File: config.mk
export PLATFORM = sky130hd
export DESIGN_NAME = serial_subtractor
export DESIGN_NICKNAME = d
export VERILOG_FILES = /design/src/rtl/serial_subtractor.sv
export SDC_FILE = /design/constraint.sdc
export NUM_CORES = 1
export LEC_CHECK = 0
export BUFFER_PORTS_ARGS = -buffer_cell sky130_fd_sc_hd__clkbuf_2
export CORE_UTILIZATION = 57
export CTS_BUF_LIST = sky130_fd_sc_hd__clkbuf_8
export CTS_CLUSTER_SIZE = 8
export DETAILED_ROUTE_END_ITERATION = 6
export GPL_ROUTABILITY_DRIVEN = 0
export HOLD_SLACK_MARGIN = 0.08
export PLACE_DENSITY = 0.81
export SLEW_MARGIN = 20
export SYNTH_ARGS = -nofsm -noshare
export SYNTH_HDL_FRONTEND = slang
export SYNTH_SLANG_ARGS = --single-unit
File: constraint.sdc
create_clock -name clk -period 1.9 [get_ports clk]
set_input_delay 0.285 -clock clk [delete_from_list [all_inputs] [get_ports clk]]
set_output_delay 0.285 -clock clk [all_outputs]
set_load 0.02 [all_outputs]
File: src/rtl/serial_subtractor.sv
// rtl/serial_subtractor.sv - bit-serial LSB-first subtractor (a - b - borrow_in) with start/busy/done handshake
module serial_subtractor #(
   parameter int NUM_BITS = 8
) (
   input  logic                clk,
   input  logic                n_rst,
   input  logic                start,
   input  logic [NUM_BITS-1:0] a,
   input  logic [NUM_BITS-1:0] b,
   input  logic                borrow_in,
   output logic                busy,
   output logic                done,
   output logic [NUM_BITS-1:0] difference,
   output logic                borrow_out,
   output logic                zero
);

   localparam int CW = $clog2(NUM_BITS + 1);

   localparam logic [1:0] S_IDLE  = 2'd0;
   localparam logic [1:0] S_SHIFT = 2'd1;
   localparam logic [1:0] S_DONE  = 2'd2;

   logic [1:0]          state_q, state_d;
   logic [NUM_BITS-1:0] a_q, a_d;
   logic [NUM_BITS-1:0] b_q, b_d;
   logic [NUM_BITS-1:0] r_q, r_d;
   logic                br_q, br_d;
   logic [CW-1:0]       cnt_q, cnt_d;
   logic [NUM_BITS-1:0] diff_q, diff_d;
   logic                bout_q, bout_d;
   logic                zero_q, zero_d;

   // Single full-subtractor cell operating on the current LSBs.
   logic                a0, b0, d_bit, br_next, last_bit;
   logic [NUM_BITS-1:0] r_shift;

   assign a0       = a_q[0];
   assign b0       = b_q[0];
   assign d_bit    = a0 ^ b0 ^ br_q;
   assign br_next  = (~a0 & b0) | (~(a0 ^ b0) & br_q);
   assign r_shift  = {d_bit, r_q[NUM_BITS-1:1]};
   assign last_bit = (cnt_q == CW'(NUM_BITS - 1));

   // Next-state logic: operand capture, per-bit shift, and result publication on the final bit.
   always_comb begin
      state_d = state_q;
      a_d     = a_q;
      b_d     = b_q;
      r_d     = r_q;
      br_d    = br_q;
      cnt_d   = cnt_q;
      diff_d  = diff_q;
      bout_d  = bout_q;
      zero_d  = zero_q;
      case (state_q)
         S_IDLE: begin
            if (start) begin
               a_d     = a;
               b_d     = b;
               br_d    = borrow_in;
               cnt_d   = '0;
               state_d = S_SHIFT;
            end
         end
         S_SHIFT: begin
            a_d   = {1'b0, a_q[NUM_BITS-1:1]};
            b_d   = {1'b0, b_q[NUM_BITS-1:1]};
            r_d   = r_shift;
            br_d  = br_next;
            cnt_d = cnt_q + CW'(1);
            if (last_bit) begin
               diff_d  = r_shift;
               bout_d  = br_next;
               zero_d  = (r_shift == '0);
               state_d = S_DONE;
            end
         end
         S_DONE: begin
            state_d = S_IDLE;
         end
         default: begin
            state_d = S_IDLE;
         end
      endcase
   end

   // State and datapath registers; reset aborts any operation in flight.
   always_ff @(posedge clk or negedge n_rst) begin
      if (!n_rst) begin
         state_q <= S_IDLE;
         a_q     <= '0;
         b_q     <= '0;
         r_q     <= '0;
         br_q    <= 1'b0;
         cnt_q   <= '0;
         diff_q  <= '0;
         bout_q  <= 1'b0;
         zero_q  <= 1'b0;
      end else begin
         state_q <= state_d;
         a_q     <= a_d;
         b_q     <= b_d;
         r_q     <= r_d;
         br_q    <= br_d;
         cnt_q   <= cnt_d;
         diff_q  <= diff_d;
         bout_q  <= bout_d;
         zero_q  <= zero_d;
      end
   end

   assign busy       = (state_q != S_IDLE);
   assign done       = (state_q == S_DONE);
   assign difference = diff_q;
   assign borrow_out = bout_q;
   assign zero       = zero_q;

endmodule

======== Word level (Yosys, flattened, before mapping) ========
Cells that the tools add are included.
operators by class
  order comparisons ....................... 0
  div/mod/pow operators ................... 0
  add/subtract/negate cells ............... 1
  mux-type cells .......................... 11
  reduce and logical (&&, ||, !) cells .... 7
  bitwise logic cells ..................... 7
  multiply operators ...................... 0
  shift operators ......................... 0
  eq/ne operators ......................... 5
operator list
  operator             count
  $pmux 8 s2           2
  $mux 8               2
  $logic_not 8->1      1
  $pmux 4 s2           1
  $reduce_and 2->1     3
  $add 4x1->4 const B  1
  $eq 4x3->1 const B   1
  $mux 2               2
  $mux 4               1
  $ne 2x2->1 const B   2
  $pmux 2 s2           1
  $reduce_bool 2->1    2
  $and 1x1->1          2
  $eq 2x1->1 const B   1
  $eq 2x2->1 const B   1
  $logic_not 2->1      1
  $not 1->1            2
  $pmux 1 s2           1
  $xor 1x1->1          2
  $mux 1               1
  $or 1x1->1           1
word-level totals
  memory bits (read-only) ................. 0
  flip-flop bits (word level) ............. 41
  memories ................................ 0
  latch bits .............................. 0
  memory bits (writable) .................. 0
  bits of input ports ..................... 20
  logic and storage cells ................. 40

======== Longest topological paths before layout ========
Gate-level depths: netlist (run 1).
  depth in word-level cells ............... 5
  depth in mapped cells ................... 5
  depth with buffers taken out ............ 5

======== Worst setup path after synthesis (run 1) ========
No wires, ideal clock.
  kind .................................... register -> register
  start point ............................. reg cnt_q[0]
  end point ............................... reg diff_q[1], in the netlist difference[1]
  path slack .............................. 0.529 ns
  setup time .............................. 0.125 ns
  data arrival time ....................... 1.246 ns
  cell stages (with the launch flop) ...... 6
  buffers on the path ..................... 1
  clock period less this slack ............ 1.371 ns
  cells stage by stage .................... dfrtp_1 > ha_1 > nand2_1 > nor3_4 > buf_6 > mux2_4
on the way
  word-level cells in the longest chain between the ends .. 2
RTL lines
  what                        line  source
  from (decl)                 29    logic [CW-1:0] cnt_q, cnt_d;
  from (signal assigned)      106   cnt_q <= cnt_d;
  $eq 4x3->1                  43    assign last_bit = (cnt_q == CW'(NUM_BITS - 1));
  $reduce_and 2->1 (no line)  --
  to (signal assigned)        107   diff_q <= diff_d;
  to (decl)                   30    logic [NUM_BITS-1:0] diff_q, diff_d;
No other way between the ends.
A chain may end at the register's enable or synchronous reset.

======== Worst setup path in the final report (run 1) ========
  start point ............................. reg state_q[0]
  end point ............................... out busy
on the way
  word-level cells in the longest chain between the ends .. 1
RTL lines
  what                    line  source
  from (decl)             24    logic [1:0] state_q, state_d;
  from (signal assigned)  101   state_q <= state_d;
  $reduce_bool 2->1       113   assign busy = (state_q != S_IDLE);
  to (decl)               11    output logic busy,
No other way between the ends.

==> impl_results.md, run 1 <==
* Status: complete, but fails checks
* Failing checks: design-rule violations
* Number of global-route vias before repair at 1253
* TritonCTS buffer count at 5
* Post_cts resized at 0
* Area contributors post-synth: dfrtp_1 (56%), mux2_4 (5.9%), o21ai_0 (5.0%)
* Place WS at 383 ps
* Drt first pass iters at 7
* Worst clock skew at 5.75 ps
* Worst endpoint required time at 1620 ps
* Worst VDD drop at 0.904 mV
* Clock root cell: clkbuf_8
* IO Port Bufs at 31
* Lkg Pwr at 0.989 nW
* Register area share after synthesis at 0.561
* Cell Pwr Density at 1670 mW/mm^2
* RR Endpoint: difference[0]
* Clock transition at path regs at 70 ps
* Setup slack, reg-to-reg at 370 ps
* Row count at 19
* Largest net degree at the start of global routing at 23
* Cell variety after synth at 29
* Post-Synth Simple-Gate Area at 0.119
* Placed cell count at 214
* Post-synth top cells: dfrtp_1 (40), nand2_1 (24), o21ai_0 (18)
* Start point of the critical path: state_q[0]
* Nets at 213
* Synth-to-Final Area Change at 16.2%
* Worst path depth at 3
* Max Fclk at 0.569 GHz
* #FFs+latches synth at 40
* Overflow after GRT at 0
* Avg Cell Area, Syn at 11.5 um^2
* CP arrival at 1470 ps
* Worst-Skew Late Latency at 290 ps
* Post-Synth XOR/XNOR Area at 0
* Min Tclk post-route at 1760 ps
* Fill count at 202
* Starting Density at 0.626
* Routed len/inst at 15.0 um
* DIE WIDTH at 58.0 um
* ANT nets after route at 0
* Synth Area in Adders at 0.0182
* Fin util at 0.727
* Design Power at 3.46 mW
* Reg2reg path depth at 4
* Critical path destination: busy
* Setup TNS Final at 0 ps
* Num Clock Sinks at 40
* Chip Height at 58.0 um
* Critical path's top delay family: flip-flops
* Top Ports at 32
* Critical path type: reg2out
* Via-to-Cell Ratio at 5.76
* Sw Pwr at 1.28 mW
* Total number of vias at 1285
* Final Hold Vio Count at 0
* First-pass GRT wire length at 5620 um
* CP peak stage delay at 470 ps
* Die footprint at 0.00336 mm^2
* Mapped cell area at 0.00179 mm^2
* Core Box Area at 0.00285 mm^2
* RSZ-0062 raised after global routing: no
* Synth warn at 0
* TritonCTS clock tree: yes
* Largest family of logic cells by synthesized area: compound AO/OA/AOI/OAI gates
* Post-DP Area at 0.00197 mm^2
* Post CTS Setup Buffer Count at 0
* Cell Int Power at 2.18 mW
* Finished Cell Area at 0.00207 mm^2
* Cells after Synth at 155
* Post-Syn Nets at 177
* Most common cell in the netlist: dfrtp_1
* Share of power burned in registers at 0.435
* Non-filler cells, final at 223
* Fraction of the cycle the final worst path needs at 0.925
* Critical Path Fanout Max at 22
* Cell taking the most area after synthesis: dfrtp_1
* Critical path's slowest cell: dfrtp_1
* Slew Viols, Final at 0
* Layout cells sized above 1 at 0.323
* Clk pwr share at 0.161
* Worst-margin pin slew at 356 ps
* Crit path launch type: flop
* Synth top area share at 0.561
* Clk buf depth at 2
* Worst path cell trace: buf_4 > or2_2 > clkbuf_2
* Worst setup EP type: output pin
* Hold crit path type: in2reg
* Routed WL at 3340 um
* Synth Area in Compound Gates at 0.131
* Combinational Power Share at 0.404
* Switching part of the total power at 0.370
* Violation count after the first detailed-route iteration at 31
* DRC violations left at 2
* Reg-to-Reg Start: state_q[0]
* Final setup fails at 0
* Post-synth EDFFs at 0
* Multiplexer share of the synthesized area at 0.126
* Main synth FF type: dfrtp_1
* Max Cap Viol at 0
* GRT Overall Usage at 0.230
* Buf+Inv Stages, Crit Path at 2
* Fin worst setup slack at 143 ps
* Max_slew headroom at 0.759
* Initial antenna violation count at 0
* Antenna cells at 0
* DP HPWL at 2420 um
* CTS H-tree depth at 2
* Hold Slack at 216 ps
* Synth async-reset ratio at 1.00
## cell families (layout without fill, tap and decap cells)
family	after synthesis	after routing
multiplexers	18	18
AO/OA/AOI/OAI	39	39
AND/OR/NAND/NOR	40	40
adder cells (fa/ha/maj)	2	2
flip-flops	40	40
buffers and inverters	16	53
## final cells by class
cell class / count / area (um^2) / area share
Tap cell: 31 / 38.8 / 0.0187
Multi-Input combinational cell: 99 / 704 / 0.340
Inverter: 6 / 22.5 / 0.0109
Clock inverter: 2 / 7.51 / 0.00362
Sequential cell: 40 / 1000 / 0.483
Clock buffer: 6 / 82.6 / 0.0398
Timing Repair Buffer: 39 / 218 / 0.105
## state kept, by name (all words and copies together), names as in the netlist
| register | cells |
|---|---|
| br_q | 1 |
| a_q | 8 |
| b_q | 8 |
| state_q | 2 |
| zero | 1 |
| r_q | 7 |
| borrow_out | 1 |
| cnt_q | 4 |
| difference | 8 |
## worst reg2reg max path, delay by kind of cell, from the launching register on
kind,cells,cell delay [ps]
and+or+nand+nor,2,350
muxes,1,350
DFF,1,500
buffers and inverters,1,230
## power groups by stage
| stage | Combinational [mW] | Sequential [mW] | Clock, mW |
|---|---|---|---|
| 6_report | 1.40 | 1.50 | 0.556 |
| 5_1_grt | 1.54 | 1.55 | 0.612 |
| 4_1_cts | 1.41 | 1.50 | 0.573 |
| 3_5_place_dp | 1.41 | 1.52 | 0 |
| 3_3_place_gp | 1.33 | 1.48 | 0 |
| 2_1_floorplan | 0.991 | 1.54 | 0 |
## how the worst min path moves through the flow
stage,from,endpoint,slack [ps],depth (start not counted)
5_1_grt,b[7],b_q[7],210,3
3_5_place_dp,n_rst,cnt_q[2],200,1
2_1_floorplan,n_rst,a_q[0],-10,0
6_report,b[7],b_q[7],220,3
4_1_cts,b[7],b_q[7],210,3
3_3_place_gp,n_rst,cnt_q[2],190,1
## cells in the final DEF (no fill, tap or decap), drive strengths merged
| master | Yosys | final |
|---|---|---|
| a21oi | 6 | 6 |
| a22o | 1 | 1 |
| a22oi | 10 | 10 |
| a2bb2oi | 1 | 1 |
| and3b | 4 | 4 |
| buf | 7 | 7 |
| clkbuf | 3 | 37 |
| dfrtp | 40 | 40 |
| dlygate4sd3 | 0 | 1 |
| fa | 1 | 1 |
| ha | 1 | 1 |
| inv | 6 | 8 |
| mux2 | 15 | 15 |
| mux2i | 3 | 3 |
| nand2 | 24 | 24 |
| nand2b | 2 | 2 |
| nand3 | 2 | 2 |
| nor2 | 1 | 1 |
| nor2b | 3 | 3 |
| nor3 | 1 | 1 |
| nor4 | 2 | 2 |
| o21ai | 19 | 19 |
| o21bai | 1 | 1 |
| o311ai | 1 | 1 |
| or2 | 1 | 1 |
## what timing repair did
item                                    4_1_cts  5_1_grt
hold buffers                                  1        0
hold endpoints to repair                     11        0
endpoints found under the setup margin        0        0
## layer usage
layer / track usage / part of all wire / vias to the layer above / wire (um)
met3: 0.0625 / 0.047 / 6 / 156
met2: 0.384 / 0.50 / 45 / 1670
met1: 0.273 / 0.44 / 624 / 1460
met5: 0 / 0 / - / 0
met4: 0.116 / 0.015 / 0 / 50
li1: - / - / 610 / -
Power figures use the tool's default switching activity.
==> run 2, diff against run 1 <==
Settings changed: PLACE_DENSITY 0.81 to 0.86.
==> impl_results.md, run 2 (same netlist as run 1, synthesis figures left out) <==
* Fill count at 214 (was 202)
* Clk buf depth at 2 (unchanged)
* Violation count after the first detailed-route iteration at 34 (was 31)
* Synth-to-Final Area Change at 16.8% (was 16.2%)
* Worst-margin pin slew at 774 ps (was 356 ps)
* Final Hold Vio Count at 0 (unchanged)
* Worst clock skew at 8.60 ps (was 5.75 ps)
* Routed len/inst at 15.0 um (about the same)
* Largest net degree at the start of global routing at 41 (was 23)
* Nets at 211 (was 213)
* Critical Path Fanout Max at 21 (was 22)
* Hold crit path type: in2reg (unchanged)
* Antenna cells at 0 (unchanged)
* Top Ports at 32 (unchanged)
* Placed cell count at 212 (was 214)
* Design Power at 3.59 mW (was 3.46 mW)
* TritonCTS buffer count at 5 (unchanged)
* Clock root cell: clkbuf_8 (unchanged)
* Drt first pass iters at 4 (was 7)
* Core Box Area at 0.00285 mm^2 (unchanged)
* Routed WL at 3310 um (was 3340 um)
* CP arrival at 1480 ps (was 1470 ps)
* Final setup fails at 0 (unchanged)
* IO Port Bufs at 31 (unchanged)
* RSZ-0062 raised after global routing: no (unchanged)
* DIE WIDTH at 58.0 um (unchanged)
* Num Clock Sinks at 40 (unchanged)
* Max Fclk at 0.568 GHz (was 0.569 GHz)
* Max_slew headroom at 0.483 (was 0.759)
* First-pass GRT wire length at 5690 um (was 5620 um)
* Crit path launch type: flop (unchanged)
* Worst VDD drop at 0.929 mV (was 0.904 mV)
* Worst endpoint required time at 1620 ps (about the same)
* Multi-input gate area at 704 um^2 (unchanged)
* Fraction of the cycle the final worst path needs at 0.927 (was 0.925)
* Overflow after GRT at 0 (unchanged)
* Commonest non-fill, non-tap cell in the layout: dfrtp_1 (unchanged)
* Layout cells sized above 1 at 0.326 (was 0.323)
* Row count at 19 (unchanged)
* Max Cap Viol at 0 (unchanged)
* Post_cts resized at 0 (unchanged)
* Register area at 0.00100 mm^2 (unchanged)
* Worst path cell trace: buf_4 > or2_2 > clkbuf_2 (unchanged)
* CTS H-tree depth at 2 (unchanged)
* Status: finished, final reports clean (was complete, but fails checks)
* Buf+Inv Stages, Crit Path at 2 (unchanged)
* Setup TNS Final at 0 ps (unchanged)
* Initial antenna violation count at 0 (unchanged)
* Number of global-route vias before repair at 1350 (was 1253)
* Fin util at 0.731 (was 0.727)
* ANT nets after route at 0 (unchanged)
* Cell Pwr Density at 1720 mW/mm^2 (was 1670 mW/mm^2)
* Critical path type: reg2out (unchanged)
* DP HPWL at 2380 um (was 2420 um)
* Fin worst setup slack at 140 ps (was 143 ps)
* Worst-Skew Late Latency at 300 ps (was 290 ps)
* TritonCTS clock tree: yes (unchanged)
* Lkg Pwr at 0.983 nW (was 0.989 nW)
* Critical path's top delay family: flip-flops (unchanged)
* CP peak stage delay at 480 ps (was 470 ps)
* Total number of vias at 1295 (was 1285)
* Clock transition at path regs at 80 ps (was 70 ps)
* GRT Overall Usage at 0.232 (was 0.230)
* Starting Density at 0.626 (unchanged)
* Chip Height at 58.0 um (unchanged)
* Place WS at 344 ps (was 383 ps)
* Worst setup EP type: output pin (unchanged)
* Commonest cells after routing, fill and taps aside: dfrtp_1 (40), clkbuf_2 (31), nand2_1 (24) (unchanged)
* Die footprint at 0.00336 mm^2 (unchanged)
* Non-filler cells, final at 221 (was 223)
* Min Tclk post-route at 1760 ps (about the same)
* DRC violations left at 0 (was 2)
* Via-to-Cell Ratio at 5.86 (was 5.76)
* Critical path's slowest cell: dfrtp_1 (unchanged)
* Slew Viols, Final at 0 (unchanged)
## run 2: cell count changes in the layout (fill, tap and decap cells not counted), sizes merged
cell	previous run	this run
buf	7	5
clkinv	0	2
inv	8	6
bufinv	0	1
clkbuf	37	36
## run 2: repair_timing
item                                   4_1_cts  5_1_grt
buffers inserted                             0        0
endpoints found under the hold margin       40        0
hold buffers                                 1        0
## run 2: layer usage
metal	vias up	wire, um	track usage
met5	-	0	0
met4	0	142	0.177
met3	15	149	0.0469
met2	43	1700	0.399
met1	634	1320	0.250
li1	603	-	-
## run 2: through the flow
stage | hold WS, ps | area [um^2]
4_1_cts | 198 | 2090
6_report | 202 | 2090
3_3_place_gp | 360 | 1960
5_1_grt | 227 | 2090
3_5_place_dp | 366 | 1960
2_1_floorplan | -10.6 | 1790
## run 2: report_power, final
group	leakage [nW]	internal, mW	switching [mW]
clock	0.0583	0.395	0.308
combinational	0.420	0.665	0.717
sequential	0.506	1.22	0.284
## run 2: final timing paths
kind,from,end,slack [ps],cells past startpoint
worst max register to register,a_q[0],zero,320,4
max in group asynchronous,n_rst,cnt_q[3],980,3
worst min-delay path,b[7],b_q[7],200,3
min in group asynchronous,n_rst,difference[3],580,3
worst min register to register,b_q[4],b_q[4],490,2
worst max-delay path,state_q[0],busy,140,3
## run 2: area by class of cell
type | count | area share
clock buffer | 5 | 0.0330
tap | 31 | 0.0186
sequential | 40 | 0.480
clock inverter | 3 | 0.0228
multi-input combinational | 99 | 0.338
inverter | 6 | 0.0108
timing repair buffer | 37 | 0.0972
## run 2: tightest hold or removal path, cell delays in order
cell and delay (ps):
clkbuf_2 80, nand2_1 50, o21ai_1 50
